[src/rtl/dc_ipu_div_arb_pkg.sv]
// dc_ipu_div_arb_pkg: shared types and helpers for the divider arbiter.
//   tag_t    : tag FIFO entry; requester ID, plus a divide-by-zero flag when
//              DC_IPU_DIV_ARB_DZ_FLAG_EN is defined.
//   id_width : requester-index width (clog2, minimum 1).
//   rr_pick  : round-robin scan starting just after the last grant.
package dc_ipu_div_arb_pkg;

    localparam int MAX_REQ  = 8;
    localparam int ID_MAX_W = 3;

    function automatic int id_width(input int n);
        return (n > 1) ? $clog2(n) : 1;
    endfunction

`ifdef DC_IPU_DIV_ARB_DZ_FLAG_EN
    typedef struct packed {
        logic                dz;
        logic [ID_MAX_W-1:0] id;
    } tag_t;
`else
    typedef struct packed {
        logic [ID_MAX_W-1:0] id;
    } tag_t;
`endif

    // Scans downwards so the lowest offset from ptr wins; offset n (ptr
    // itself) has the lowest priority. Returns ptr when nothing is valid.
    function automatic logic [ID_MAX_W-1:0] rr_pick(
        input logic [MAX_REQ-1:0]  valid,
        input logic [ID_MAX_W-1:0] ptr,
        input int                  n
    );
        int k;
        rr_pick = ptr;
        for (int i = n; i >= 1; i--) begin
            k = (int'(ptr) + i) % n;
            if (valid[ID_MAX_W'(k)]) rr_pick = ID_MAX_W'(k);
        end
    endfunction

endpackage

[src/rtl/dc_ipu_div_arb_tag_fifo.sv]
// dc_ipu_div_arb_tag_fifo: synchronous tag FIFO; its occupancy is the credit count.
//   clk, reset, clr : clock, sync active-high reset, sync flush
//   push, din       : write a tag (ignored when full)
//   pop             : drop the head tag (ignored when empty)
//   head            : tag at the read pointer
//   empty, full     : occupancy flags
//   count           : number of stored tags
module dc_ipu_div_arb_tag_fifo
    import dc_ipu_div_arb_pkg::*;
#(
    parameter int DEPTH = 18,
    parameter int CW    = $clog2(DEPTH + 1)
) (
    input  logic          clk,
    input  logic          reset,
    input  logic          clr,
    input  logic          push,
    input  tag_t          din,
    input  logic          pop,
    output tag_t          head,
    output logic          empty,
    output logic          full,
    output logic [CW-1:0] count
);

    localparam int PW = (DEPTH > 1) ? $clog2(DEPTH) : 1;

    tag_t          mem [DEPTH];
    logic [PW-1:0] wr_ptr;
    logic [PW-1:0] rd_ptr;
    logic          do_push;
    logic          do_pop;

    // Depth need not be a power of two, so pointers wrap explicitly.
    function automatic logic [PW-1:0] inc(input logic [PW-1:0] p);
        return (p == PW'(DEPTH - 1)) ? '0 : p + PW'(1);
    endfunction

    always_comb begin
        empty   = (count == '0);
        full    = (count == CW'(DEPTH));
        do_push = push && !full;
        do_pop  = pop && !empty;
        head    = mem[rd_ptr];
    end

    always_ff @(posedge clk) begin
        if (reset || clr) begin
            wr_ptr <= '0;
            rd_ptr <= '0;
            count  <= '0;
        end else begin
            if (do_push) wr_ptr <= inc(wr_ptr);
            if (do_pop) rd_ptr <= inc(rd_ptr);
            count <= count + CW'(do_push) - CW'(do_pop);
        end
    end

    always_ff @(posedge clk) begin
        if (do_push) mem[wr_ptr] <= din;
    end

    // The credit limit in the arbiter keeps pushes away from a full FIFO.
    assert property (@(posedge clk) disable iff (reset || clr) !(push && full));

endmodule

[src/rtl/dc_ipu_divider_arbiter.sv]
// dc_ipu_divider_arbiter: round-robin sharing of one pipelined divider by N_REQ requesters.
//   clk, reset, clr         : clock, sync active-high reset, sync flush (drops in-flight ops)
//   req_valid/ready/a/b     : per-requester operand handshake, packed operands
//   resp_valid/ready        : one-hot result valid, per-requester accept
//   resp_q, resp_r, resp_dz : broadcast quotient, remainder, divide-by-zero flag
//   div_*                   : divider interface (clr, input handshake, output handshake/stall)
//   Optional DC_IPU_DIV_ARB_DZ_FLAG_EN: carry a divide-by-zero flag with each tag.
module dc_ipu_divider_arbiter
    import dc_ipu_div_arb_pkg::*;
#(
    parameter int N_REQ           = 3,
    parameter int A_WIDTH         = 16,
    parameter int B_WIDTH         = 8,
    parameter int MAX_OUTSTANDING = 18
) (
    input  logic                       clk,
    input  logic                       reset,
    input  logic                       clr,
    input  logic [N_REQ-1:0]           req_valid,
    output logic [N_REQ-1:0]           req_ready,
    input  logic [N_REQ*A_WIDTH-1:0]   req_a,
    input  logic [N_REQ*B_WIDTH-1:0]   req_b,
    output logic [N_REQ-1:0]           resp_valid,
    input  logic [N_REQ-1:0]           resp_ready,
    output logic [A_WIDTH-1:0]         resp_q,
    output logic [B_WIDTH-1:0]         resp_r,
    output logic                       resp_dz,
    output logic                       div_clr,
    output logic                       div_in_valid,
    input  logic                       div_in_ready,
    output logic [A_WIDTH-1:0]         div_a,
    output logic [B_WIDTH-1:0]         div_b,
    input  logic                       div_out_valid,
    output logic                       div_out_ready,
    input  logic [A_WIDTH-1:0]         div_q,
    input  logic [B_WIDTH-1:0]         div_r
);

    localparam int IW = id_width(N_REQ);
    localparam int CW = $clog2(MAX_OUTSTANDING + 1);

    logic          flush;
    logic          lock;
    logic [IW-1:0] lock_id;
    logic [IW-1:0] rr_ptr;
    logic [IW-1:0] cand;
    logic [IW-1:0] grant;
    logic [IW-1:0] head_id;
    logic          hs;
    logic          pop;
    logic          empty;
    logic          full;
    logic [CW-1:0] count;
    tag_t          push_tag;
    tag_t          head_tag;

    always_comb begin
        flush        = reset | clr;
        div_clr      = flush;
        cand         = IW'(rr_pick(MAX_REQ'(req_valid), ID_MAX_W'(rr_ptr), N_REQ));
        // A stalled offer keeps its grant so the divider sees stable operands.
        grant        = lock ? lock_id : cand;
        div_in_valid = !flush && (|req_valid) && (count < CW'(MAX_OUTSTANDING));
        hs           = div_in_valid && div_in_ready;
        req_ready    = hs ? N_REQ'(1) << grant : '0;
        div_a        = req_a[int'(grant)*A_WIDTH +: A_WIDTH];
        div_b        = req_b[int'(grant)*B_WIDTH +: B_WIDTH];
        push_tag     = '0;
        push_tag.id  = ID_MAX_W'(grant);
`ifdef DC_IPU_DIV_ARB_DZ_FLAG_EN
        push_tag.dz  = (div_b == '0);
`endif
        // Results come back in issue order, so the FIFO head owns the output.
        // With nothing outstanding the output is drained rather than stalled.
        head_id       = IW'(head_tag.id);
        div_out_ready = empty ? 1'b1 : resp_ready[head_id];
        resp_valid    = (!flush && !empty && div_out_valid) ? N_REQ'(1) << head_id : '0;
        pop           = div_out_valid && div_out_ready && !empty;
        resp_q        = div_q;
        resp_r        = div_r;
`ifdef DC_IPU_DIV_ARB_DZ_FLAG_EN
        resp_dz       = (|resp_valid) && head_tag.dz;
`else
        resp_dz       = 1'b0;
`endif
    end

    always_ff @(posedge clk) begin
        if (flush) begin
            rr_ptr  <= IW'(N_REQ - 1);
            lock    <= 1'b0;
            lock_id <= '0;
        end else begin
            lock    <= div_in_valid && !div_in_ready;
            lock_id <= grant;
            if (hs) rr_ptr <= grant;
        end
    end

    dc_ipu_div_arb_tag_fifo #(
        .DEPTH (MAX_OUTSTANDING),
        .CW    (CW)
    ) u_tag_fifo (
        .clk   (clk),
        .reset (reset),
        .clr   (clr),
        .push  (hs),
        .din   (push_tag),
        .pop   (pop),
        .head  (head_tag),
        .empty (empty),
        .full  (full),
        .count (count)
    );

    // A divider result with nothing outstanding is a divider protocol error.
    assert property (@(posedge clk) disable iff (flush) !(div_out_valid && empty));
    assert property (@(posedge clk) disable iff (flush) !(hs && full));

endmodule

[config.mk]
export PLATFORM = sky130hd
export DESIGN_NAME = dc_ipu_divider_arbiter
export DESIGN_NICKNAME = d
export VERILOG_FILES = /design/src/rtl/dc_ipu_div_arb_pkg.sv /design/src/rtl/dc_ipu_div_arb_tag_fifo.sv /design/src/rtl/dc_ipu_divider_arbiter.sv
export SDC_FILE = /design/constraint.sdc
export NUM_CORES = 1
export LEC_CHECK = 0
export BUFFER_PORTS_ARGS = -buffer_cell sky130_fd_sc_hd__buf_2
export CORE_MARGIN = 8
export CORE_UTILIZATION = 55
export DETAILED_ROUTE_END_ITERATION = 16
export PLACE_DENSITY = 0.89
export SYNTH_ARGS = -nofsm -noshare
export SYNTH_HDL_FRONTEND = slang
export SYNTH_HIERARCHICAL = 1
export SYNTH_SLANG_ARGS = --single-unit
[constraint.sdc]
create_clock -name clk -period 12.25 [get_ports clk]
set_input_delay 0.6125 -clock clk [delete_from_list [all_inputs] [get_ports clk]]
set_output_delay 0.6125 -clock clk [all_outputs]
set_load 0.05 [all_outputs]
==> implementation parameters <==
Parameter                              Value

Routing
  Final WL    9.76 mm
  DRT antenna net count    0
  Vias per cell    5.52
  First-pass detailed-route iteration total    4
  Vias post-DR    3107
  Wirelength per Cell    17.3 um
  Number of DRC violations after detailed routing    0
  Initial DRC count    151

Synthesis
  Post-synthesis cell area    0.00390 mm2
  Count of synthesis-stage warnings from yosys    6
  Cells after Synth    378
  Syn nets    506
  Syn avg cell area    10.3 um2

Worst setup path
  Cell depth of the worst flop-to-flop path    16
  Kind of start point of the critical path    flop
  Worst endpoint required time    11640 ps
  Worst setup EP type    primary output
  Register-to-register setup slack    8190 ps
  Largest fanout of any net on the critical path    56
  WS Path Type    flop to primary output
  Endpoint arrival time on the critical path    3530 ps
  Capture point of the worst reg-to-reg path    u_tag_fifo/count[4]$_SDFF_PP0_

Hold path
  Cells on Worst Hold Path    2
  Type of the worst min-delay path    input pin to flop
  Start point of the worst hold path    div_in_ready
  Sink of the worst hold path    lock$_SDFF_PP0_

Placement
  Half-perimeter wire length of the detailed placement result    7.66 mm
  Worst setup slack before clock tree synthesis    8190 ps
  Placer congestion estimate    0.901
  Placement-stage cell area    0.00431 mm2
  Port Buffers    115

Clocking
  TritonCTS buffer count    9
  Clock Sinks    61
  Post-CTS Setup Bufs    0
  Deepest clock path buffer count    2
  Cells resized by post-CTS repair    0
  TritonCTS clock tree    done
  Hold-fix buffers, CTS    0
  Buffer cell driving the clock tree root    clkbuf_8
  H-tree level count    3
  Insertion delay to the later sink of the worst-skew pair    330 ps
  CTS clk-pin slew, worst paths    60 ps

Global route
  Vias in the first global route    3327
  Pin count of the biggest net entering global routing    57
  Overall routing resource usage    19.8%
  Grt ovf    0
  Antenna violations before repair    0
  First-pass GRT wire length    15.8 mm

Final layout
  Layout Area Growth over Synthesis    15.7%
  Share of layout cells above drive strength 1    32.5%
  Final net count    590
  Final cell utilization of the core    66.1%
  Antenna diode count    0
  Cell area after layout    0.00452 mm2

Timing
  Worst hold slack    451 ps
  Final count of pins violating max slew    0
  RSZ-0062 raised after global routing    false
  Fin Clk Skew    7.80 ps
  Post-route fraction of the period consumed by the critical path    33.8%
  Pin slew with the least headroom to its limit    629 ps
  Post-layout worst setup margin    8100 ps
  Setup TNS    0 ps
  # setup viols final    0
  Worst slew slack as a fraction of its limit    58.1%
  Achievable clock frequency    241 MHz
  Final critical-path required period    4150 ps
  Final hold violations    0

Die
  Die extent in y    100 um
  DIE AREA    0.0101 mm2
  Starting density of the core    57.2%
  Core footprint    0.00683 mm2
  Total number of placement rows    30
  Die Span X    100 um
  Number of top-level design ports    165

Power and ir drop
  P_leak    0.00189 uW
  Max IR drop VDD    0.0693 mV
  Power per Cell Area    121 mW/mm2

Outcome
  Outcome    completed

Job
  Reported max-cap violation count    0
==> layout make-up <==
type,count,area (um2)
repair buffers,118,598
clock inverters,4,45.0
well taps,96,120
flip-flops and latches,61,1580
inverters,16,60.1
clock buffers,12,166
fillers,550,2310
multi-input cells,256,1950
==> through the flow <==
step | total power [uW] | cells
after global placement | 366 | 547
after floorplan | 356 | 378
after global routing | 571 | 563
after CTS | 554 | 563
final | 548 | 563
after detailed placement | 368 | 547
==> sequential cells by signal (all words and copies together), names as in the netlist, named ones only <==
register	cells
rr_ptr	2
u_tag_fifo/wr_ptr	5
u_tag_fifo/mem	36
lock	1
u_tag_fifo/rd_ptr	5
u_tag_fifo/count	5
lock_id	2
==> metal layers <==
layer | vias to the layer above | part of all wire, % | GRT usage, % | wire length [um]
li1 | 1511 | - | - | -
met1 | 1443 | 39 | 22.2 | 3790
met2 | 142 | 52 | 33.5 | 5040
met3 | 11 | 8.5 | 7.27 | 830
met4 | 0 | 0.95 | 7.56 | 93
met5 | - | 0 | 0 | 0
==> how the worst max path moves through the flow <==
stage                     cells past startpoint                             end              startpoint
after floorplan                              18  u_tag_fifo/count[4]$_SDFF_PP0_                    flop
after global placement                       16  u_tag_fifo/count[4]$_SDFF_PP0_                    flop
after detailed placement                     15  u_tag_fifo/count[4]$_SDFF_PP0_                    flop
after CTS                                    10                        div_a[0]  rr_ptr[1]$_SDFFE_PP1P_
after global routing                         10                        div_a[0]  rr_ptr[1]$_SDFFE_PP1P_
final                                        10                        div_a[0]  rr_ptr[1]$_SDFFE_PP1P_
==> critical path, cell delays in order (launching register included) <==
cell,delay (ps)
dfxtp_1,430
inv_1,170
ha_1,490
mux2i_1,230
a211oi_1,120
a311oi_1,260
a21o_2,350
buf_4,500
nand2_1,100
o22ai_1,220
buf_2,310
==> cells in the final DEF, fill, tap and decap left out, types with 3 or more instances in the layout <==
master	count
buf_2	115
nand2_1	36
edfxtp_1	36
mux2i_1	32
dfxtp_1	25
o22ai_1	24
and2_1	23
nor2_1	20
ha_1	20
inv_1	16
clkbuf_8	10
nand3_1	9
a21oi_1	8
xor2_1	7
mux4_2	6
nand4_1	5
o21ai_0	5
mux2_2	4
a211oi_1	3
nor3_1	3
nor2b_1	3
clkinv_2	3
buf_4	3
xnor2_1	3
==> where the power goes <==
| part | total (uW) | switching (uW) | internal, uW | leakage, uW |
|---|---|---|---|---|
| combinational | 142 | 99.5 | 42.2 | 0.00125 |
| sequential | 222 | 0.830 | 221 | 0.000530 |
| clock | 185 | 73.9 | 111 | 0.000111 |
No activity file was read; power rests on OpenSTA's default activity.
